`src/rtl/ahblite_busmatrix_outputstage_2m.sv`:
```
// AHB-Lite bus matrix output stage for one slave port shared by two masters
// (M0 = core system bus, M1 = DMAC). Arbitrates each address phase
// round-robin, holds ownership across bursts and locked sequences, steers the
// owner's address/control and write data to the slave, and routes the slave
// response back to whichever master owns the data phase.
module ahblite_busmatrix_outputstage_2m #(
  parameter int ADDR_WIDTH = 32,
  parameter int DATA_WIDTH = 32
) (
  input  logic                  HCLK,
  input  logic                  HRESETn,
  // Master 0 side
  input  logic                  HSEL_M0,
  input  logic [ADDR_WIDTH-1:0] HADDR_M0,
  input  logic [1:0]            HTRANS_M0,
  input  logic                  HWRITE_M0,
  input  logic [2:0]            HSIZE_M0,
  input  logic [3:0]            HPROT_M0,
  input  logic                  HMASTLOCK_M0,
  input  logic [DATA_WIDTH-1:0] HWDATA_M0,
  // Master 1 side
  input  logic                  HSEL_M1,
  input  logic [ADDR_WIDTH-1:0] HADDR_M1,
  input  logic [1:0]            HTRANS_M1,
  input  logic                  HWRITE_M1,
  input  logic [2:0]            HSIZE_M1,
  input  logic [3:0]            HPROT_M1,
  input  logic                  HMASTLOCK_M1,
  input  logic [DATA_WIDTH-1:0] HWDATA_M1,
  // Back to the master-side decoders
  output logic                  ACTIVE_M0,
  output logic                  ACTIVE_M1,
  output logic                  HREADYOUT_M0,
  output logic                  HREADYOUT_M1,
  output logic [1:0]            HRESP_OUT,
  output logic [DATA_WIDTH-1:0] HRDATA_OUT,
  // Slave side
  output logic                  HSEL_S,
  output logic [ADDR_WIDTH-1:0] HADDR_S,
  output logic [1:0]            HTRANS_S,
  output logic                  HWRITE_S,
  output logic [2:0]            HSIZE_S,
  output logic [3:0]            HPROT_S,
  output logic                  HMASTLOCK_S,
  output logic [DATA_WIDTH-1:0] HWDATA_S,
  output logic                  HREADY_S,
  input  logic                  HREADYOUT_S,
  input  logic [1:0]            HRESP_S,
  input  logic [DATA_WIDTH-1:0] HRDATA_S
);

  localparam logic [1:0] TRANS_IDLE = 2'b00;
  localparam logic [1:0] TRANS_BUSY = 2'b01;
  localparam logic [1:0] TRANS_SEQ  = 2'b11;
  localparam logic [1:0] RESP_OKAY  = 2'b00;

  typedef enum logic [1:0] {
    OWN_NONE = 2'd0,
    OWN_M0   = 2'd1,
    OWN_M1   = 2'd2
  } owner_e;

  owner_e r_addr_owner;  // master whose address phase the slave saw last cycle
  owner_e r_data_owner;  // master whose data phase is in progress
  logic   r_last_win;    // 0 = M0 won last arbitration, 1 = M1

  owner_e w_owner;       // address-phase owner this cycle
  logic   w_req_m0;
  logic   w_req_m1;
  logic   w_hold_m0;
  logic   w_hold_m1;
  logic   w_hready_s;

  assign w_req_m0 = HSEL_M0 & HTRANS_M0[1];
  assign w_req_m1 = HSEL_M1 & HTRANS_M1[1];

  // The current owner keeps the slot while it is mid-burst (BUSY/SEQ) or
  // locked; dropping HSEL or presenting IDLE/NONSEQ unlocked releases it.
  assign w_hold_m0 = (r_addr_owner == OWN_M0) & HSEL_M0 &
                     ((HTRANS_M0 == TRANS_BUSY) | (HTRANS_M0 == TRANS_SEQ) | HMASTLOCK_M0);
  assign w_hold_m1 = (r_addr_owner == OWN_M1) & HSEL_M1 &
                     ((HTRANS_M1 == TRANS_BUSY) | (HTRANS_M1 == TRANS_SEQ) | HMASTLOCK_M1);

  // With no data phase outstanding the slave is implicitly ready.
  assign w_hready_s = (r_data_owner == OWN_NONE) ? 1'b1 : HREADYOUT_S;
  assign HREADY_S   = w_hready_s;

  // Address-phase arbitration: zero-latency, frozen while the slave stalls.
  always_comb begin
    // NOTE: default assignment first so every path drives w_owner and no latch is inferred.
    w_owner = OWN_NONE;
    if (!HRESETn) begin
      // Keep the slave and decoders idle while reset is held, even if a
      // master is still driving a request.
      w_owner = OWN_NONE;
    end else if (!w_hready_s) begin
      w_owner = r_addr_owner;
    end else if (w_hold_m0) begin
      w_owner = OWN_M0;
    end else if (w_hold_m1) begin
      w_owner = OWN_M1;
    end else if (r_last_win) begin
      if (w_req_m0)      w_owner = OWN_M0;
      else if (w_req_m1) w_owner = OWN_M1;
    end else begin
      if (w_req_m1)      w_owner = OWN_M1;
      else if (w_req_m0) w_owner = OWN_M0;
    end
  end

  assign ACTIVE_M0 = (w_owner == OWN_M0);
  assign ACTIVE_M1 = (w_owner == OWN_M1);

  // Steer the owner's address/control to the slave; idle when unowned.
  always_comb begin
    HSEL_S      = 1'b0;
    HADDR_S     = '0;
    HTRANS_S    = TRANS_IDLE;
    HWRITE_S    = 1'b0;
    HSIZE_S     = '0;
    HPROT_S     = '0;
    HMASTLOCK_S = 1'b0;
    case (w_owner)
      OWN_M0: begin
        HSEL_S      = HSEL_M0;
        HADDR_S     = HADDR_M0;
        HTRANS_S    = HTRANS_M0;
        HWRITE_S    = HWRITE_M0;
        HSIZE_S     = HSIZE_M0;
        HPROT_S     = HPROT_M0;
        HMASTLOCK_S = HMASTLOCK_M0;
      end
      OWN_M1: begin
        HSEL_S      = HSEL_M1;
        HADDR_S     = HADDR_M1;
        HTRANS_S    = HTRANS_M1;
        HWRITE_S    = HWRITE_M1;
        HSIZE_S     = HSIZE_M1;
        HPROT_S     = HPROT_M1;
        HMASTLOCK_S = HMASTLOCK_M1;
      end
      default: ;
    endcase
  end

  // Ownership state: address owner every cycle, data owner and round-robin
  // pointer only on an HREADY boundary.
  always_ff @(posedge HCLK or negedge HRESETn) begin
    if (!HRESETn) begin
      r_addr_owner <= OWN_NONE;
      r_data_owner <= OWN_NONE;
      r_last_win   <= 1'b1;  // M0 wins the first tie
    end else begin
      // NOTE: non-blocking assignments so every register samples pre-edge values.
      r_addr_owner <= w_owner;
      if (w_hready_s) begin
        r_data_owner <= (HSEL_S & HTRANS_S[1]) ? w_owner : OWN_NONE;
        if (w_owner != OWN_NONE) begin
          r_last_win <= (w_owner == OWN_M1);
        end
      end
    end
  end

  // Data-phase routing: write data from, and response to, the data owner.
  always_comb begin
    HWDATA_S     = '0;
    HREADYOUT_M0 = 1'b1;
    HREADYOUT_M1 = 1'b1;
    HRESP_OUT    = RESP_OKAY;
    HRDATA_OUT   = '0;
    case (r_data_owner)
      OWN_M0: begin
        HWDATA_S     = HWDATA_M0;
        HREADYOUT_M0 = HREADYOUT_S;
        HRESP_OUT    = HRESP_S;
        HRDATA_OUT   = HRDATA_S;
      end
      OWN_M1: begin
        HWDATA_S     = HWDATA_M1;
        HREADYOUT_M1 = HREADYOUT_S;
        HRESP_OUT    = HRESP_S;
        HRDATA_OUT   = HRDATA_S;
      end
      default: ;
    endcase
  end

endmodule
```
`config.mk`:
```
export PLATFORM = sky130hd
export DESIGN_NAME = ahblite_busmatrix_outputstage_2m
export DESIGN_NICKNAME = d
export VERILOG_FILES = /design/src/rtl/ahblite_busmatrix_outputstage_2m.sv
export SDC_FILE = /design/constraint.sdc
export NUM_CORES = 1
export LEC_CHECK = 0
export BUFFER_PORTS_ARGS = -buffer_cell sky130_fd_sc_hd__buf_4
export CAP_MARGIN = 10
export CORE_AREA = 8 8 112 114
export CTS_BUF_LIST = sky130_fd_sc_hd__clkbuf_4
export DETAILED_ROUTE_END_ITERATION = 10
export DIE_AREA = 0 0 120 122
export PLACE_DENSITY = 0.55
export SLEW_MARGIN = 20
export SYNTH_ARGS = -nofsm -noshare
export SYNTH_HDL_FRONTEND = slang
export SYNTH_SLANG_ARGS = --single-unit
```
`constraint.sdc`:
```
create_clock -name HCLK -period 3.1 [get_ports HCLK]
set_input_delay 0.62 -clock HCLK [delete_from_list [all_inputs] [get_ports HCLK]]
set_output_delay 0.62 -clock HCLK [all_outputs]
set_load 0.005 [all_outputs]
```
==> key figures <==
Global routing
  • GR peak layer: met2
  • Met1 Resource Use GR: 0.1518
  • Number of global-route vias before repair: 3079
  • Overall Global Routing Usage: 0.1451
  • Largest net degree at the start of global routing: 44
  • First-pass GRT wire length: 17190 um
  • GRT overflow: 0
  • Met2 Usage GRT: 0.2850
  • Met3 Track Usage GR: 0.04489
  • Antenna violations before repair: 0

Routing
  • DRC errors left: 0
  • Vias per cell: 4.357
  • Drt total wl: 12260 um
  • Routed Antenna Nets: 0
  • Iteration-0 DRC Markers: 149
  • Vias: 3006
  • TritonRoute pass-1 iters: 4
  • DR WL/cell: 17.76 um

Logic synthesis
  • Top cells by area, synth: a22oi_1 31%, nor2b_1 26%, and2_1 12%
  • Yosys reg bits: 5
  • Syn nets: 452
  • Mapped cell area: 1804 um2
  • Commonest cells post-synth: 75 x a22oi_1, 75 x nor2b_1, 34 x and2_1
  • Synth top area share: 0.3121
  • YS warnings: 0
  • EDFF count, synth: 0
  • Register area share after synthesis: 0.07004
  • Top_reg_cell synth: dfrtp_1
  • Synth unique cells: 29
  • Post-Syn Area per Cell: 7.020 um2
  • Synth area leader: a22oi_1
  • Async set-reset flop share out of synthesis: 1.000
  • Gate Count Post-Synth: 257

Worst setup path
  • Critical Path AT: 2.33 ns
  • Crit-path max cell delay: 0.37 ns
  • CP required: 2.48 ns
  • Crit Path Class: flop to output port
  • Critical path's slowest cell: dfrtp_1
  • Worst Setup End Kind: output port
  • Crit-path cells: inv_1 -> ha_1 -> nor2_1 -> inv_2 -> o211ai_1 -> nand3_1 -> ha_1 -> buf_6 -> nor2b_1 -> buf_4
  • CP max FO: 28
  • CP top delay family: adder cells
  • Startpoint Class: flop
  • Crit path top cell by count: ha_1
  • WP buf/inv: 4

CTS
  • Maximum root-to-sink buffer count: 2
  • Register clock-pin slew on the reported worst setup and hold paths: 0.05 ns
  • Root buffer cell: clkbuf_4
  • Hold buffers post-CTS: 0
  • CTS sink cnt: 5
  • TritonCTS clock tree: yes
  • H-tree depth: 1
  • Clk_lat worst skew: 0.25 ns
  • CTS Buf Count: 3

Power and ir drop
  • Cell-internal power: 0.3556 mW
  • Tot Pwr: 0.4996 mW
  • Total power divided by cell area: 114.2 nW/um2
  • Worst VDD drop: 0.04422 mV
  • Leakage Power: 2.040 nW
  • Part of the power in the clock network: 0.175
  • Sw Ratio: 0.2883
  • Switch Pwr: 0.1440 mW
  • Register share of total power: 0.146
  • Logic pwr share: 0.679

Timing
  • Max-slew headroom at the worst pin: 0.5567
  • Final Hold Fails: 0
  • Setup TNS: 0 ns
  • Max Clock Freq: 0.3389 GHz
  • Final critical-path required period: 2.951 ns
  • Final setup fails: 0
  • Least-Margin Pin Slew: 0.6649 ns
  • Final period util: 0.9519
  • Slew Viols, Final: 0
  • Worst Skew: 0.0002061 ns

Finish
  • Layout area overhead: 142.5%
  • Layout filler cell count: 1111
  • Cell Count, Final, Fillers Out: 690
  • Ant. Diodes: 0
  • Final instance area: 4375 um2
  • Net count reported at finish: 746
  • Share of cells above drive strength 1: 0.6127

Min path
  • HP Class: input port to async pin

Floorplan
  • Core area: 10700 um2
  • Num rows: 38
  • DIE AREA: 14640 um2
  • I/O pin total: 304
  • Die Wd: 120 um
  • Initial Util: 0.1687
  • Die height: 122 um

Placed design
  • DP Wirelength: 10280 um
  • Placed cells: 683
  • Placed Area: 4255 um2
  • IO Port Bufs: 303
  • GP Congestion: 0.8184

Job
  • MaxCap Viol Count: 0

Run status
  • Status: finished, final reports clean
per-stage QoR:
step           utilization  hold WS (ns)  setup slack, ns
6_report            0.4090        0.1895           0.1490
5_1_grt             0.4090        0.1656         -0.01029
4_1_cts             0.4006        0.1741          0.07034
3_5_place_dp        0.3978        0.4460           0.2042
3_3_place_gp        0.3978        0.4436           0.2475
2_1_floorplan            -        0.3244           0.5213
worst reg2reg max path, delay by kind of cell (launching register included):
kind | cells | cell delay, ns
compound gates | 3 | 0.52
fa+ha+maj | 2 | 0.49
flops | 1 | 0.37
buf+inv | 4 | 0.48
simple gates | 3 | 0.35
repair_timing:
action                                 in CTS  in global routing
setup buffers                               0                  1
setup endpoints to repair                   0                 44
resized for setup                           0                  8
endpoints found under the hold margin       0                  0
final timing paths:
path,endpoint,slack (ns),from,cells past startpoint
min reg2reg,r_data_owner[1],0.51,r_data_owner[1],2
min,r_addr_owner[0],0.19,HRESETn,1
max,HADDR_S[20],0.15,r_data_owner[0],10
max in group asynchronous,r_last_win,2.70,HRESETn,1
max reg2reg,r_data_owner[0],0.76,r_data_owner[0],12
min in group HCLK,r_data_owner[1],0.51,r_data_owner[1],2
area by class of cell:
class / count / area (um2) / share of cell area
Multi-Input combinational cell: 218 / 1562 / 0.3569
Sequential cell: 5 / 126.4 / 0.02888
Tap cell: 140 / 175.2 / 0.04003
Inverter: 5 / 18.77 / 0.004289
Timing Repair Buffer: 318 / 2464 / 0.5631
Clock buffer: 4 / 30.03 / 0.006863
cell families (layout without fill, tap and decap cells):
logic type,after synthesis,count (layout),share of synthesized area
AOI/OAI and AO/OA,86,86,0.3738
DFF,5,5,0.07005
muxes,1,1,0.006241
and+or+nand+nor,125,125,0.4279
adders and majority gates,6,6,0.04161
buffers and inverters,34,327,0.08044
sequential cells by signal, summed over array words and instances, names as in the netlist:
signal        count
r_addr_owner      2
r_data_owner      2
r_last_win        1
placed cells by master, fill, tap and decap left out, types with 2 or more instances in the layout:
cell / Yosys / layout
buf_4: 0 / 312
a22oi_1: 75 / 75
nor2b_1: 75 / 75
and2_1: 34 / 34
nand2_1: 5 / 4
inv_1: 5 / 4
ha_1: 6 / 4
clkbuf_4: 0 / 4
dfrtp_1: 4 / 4
buf_12: 0 / 3
o211ai_1: 2 / 2
nor2_1: 2 / 2
nand2_2: 1 / 2
a22o_1: 2 / 2
nand2b_1: 2 / 2
clkbuf_16: 0 / 2
metal layers:
layer	up-vias	wire length, um
met4	0	79
met5	-	0
li1	1509	-
met3	9	933
met1	1352	4296
met2	136	6946
power groups by stage:
stage	logic (mW)	registers, mW	clock network [mW]
6_report	0.339	0.0730	0.0875
5_1_grt	0.364	0.0736	0.102
4_1_cts	0.326	0.0728	0.0922
3_5_place_dp	0.325	0.0738	0
3_3_place_gp	0.322	0.0738	0
2_1_floorplan	0.0900	0.0730	0
(Power assumes the default switching activity.)
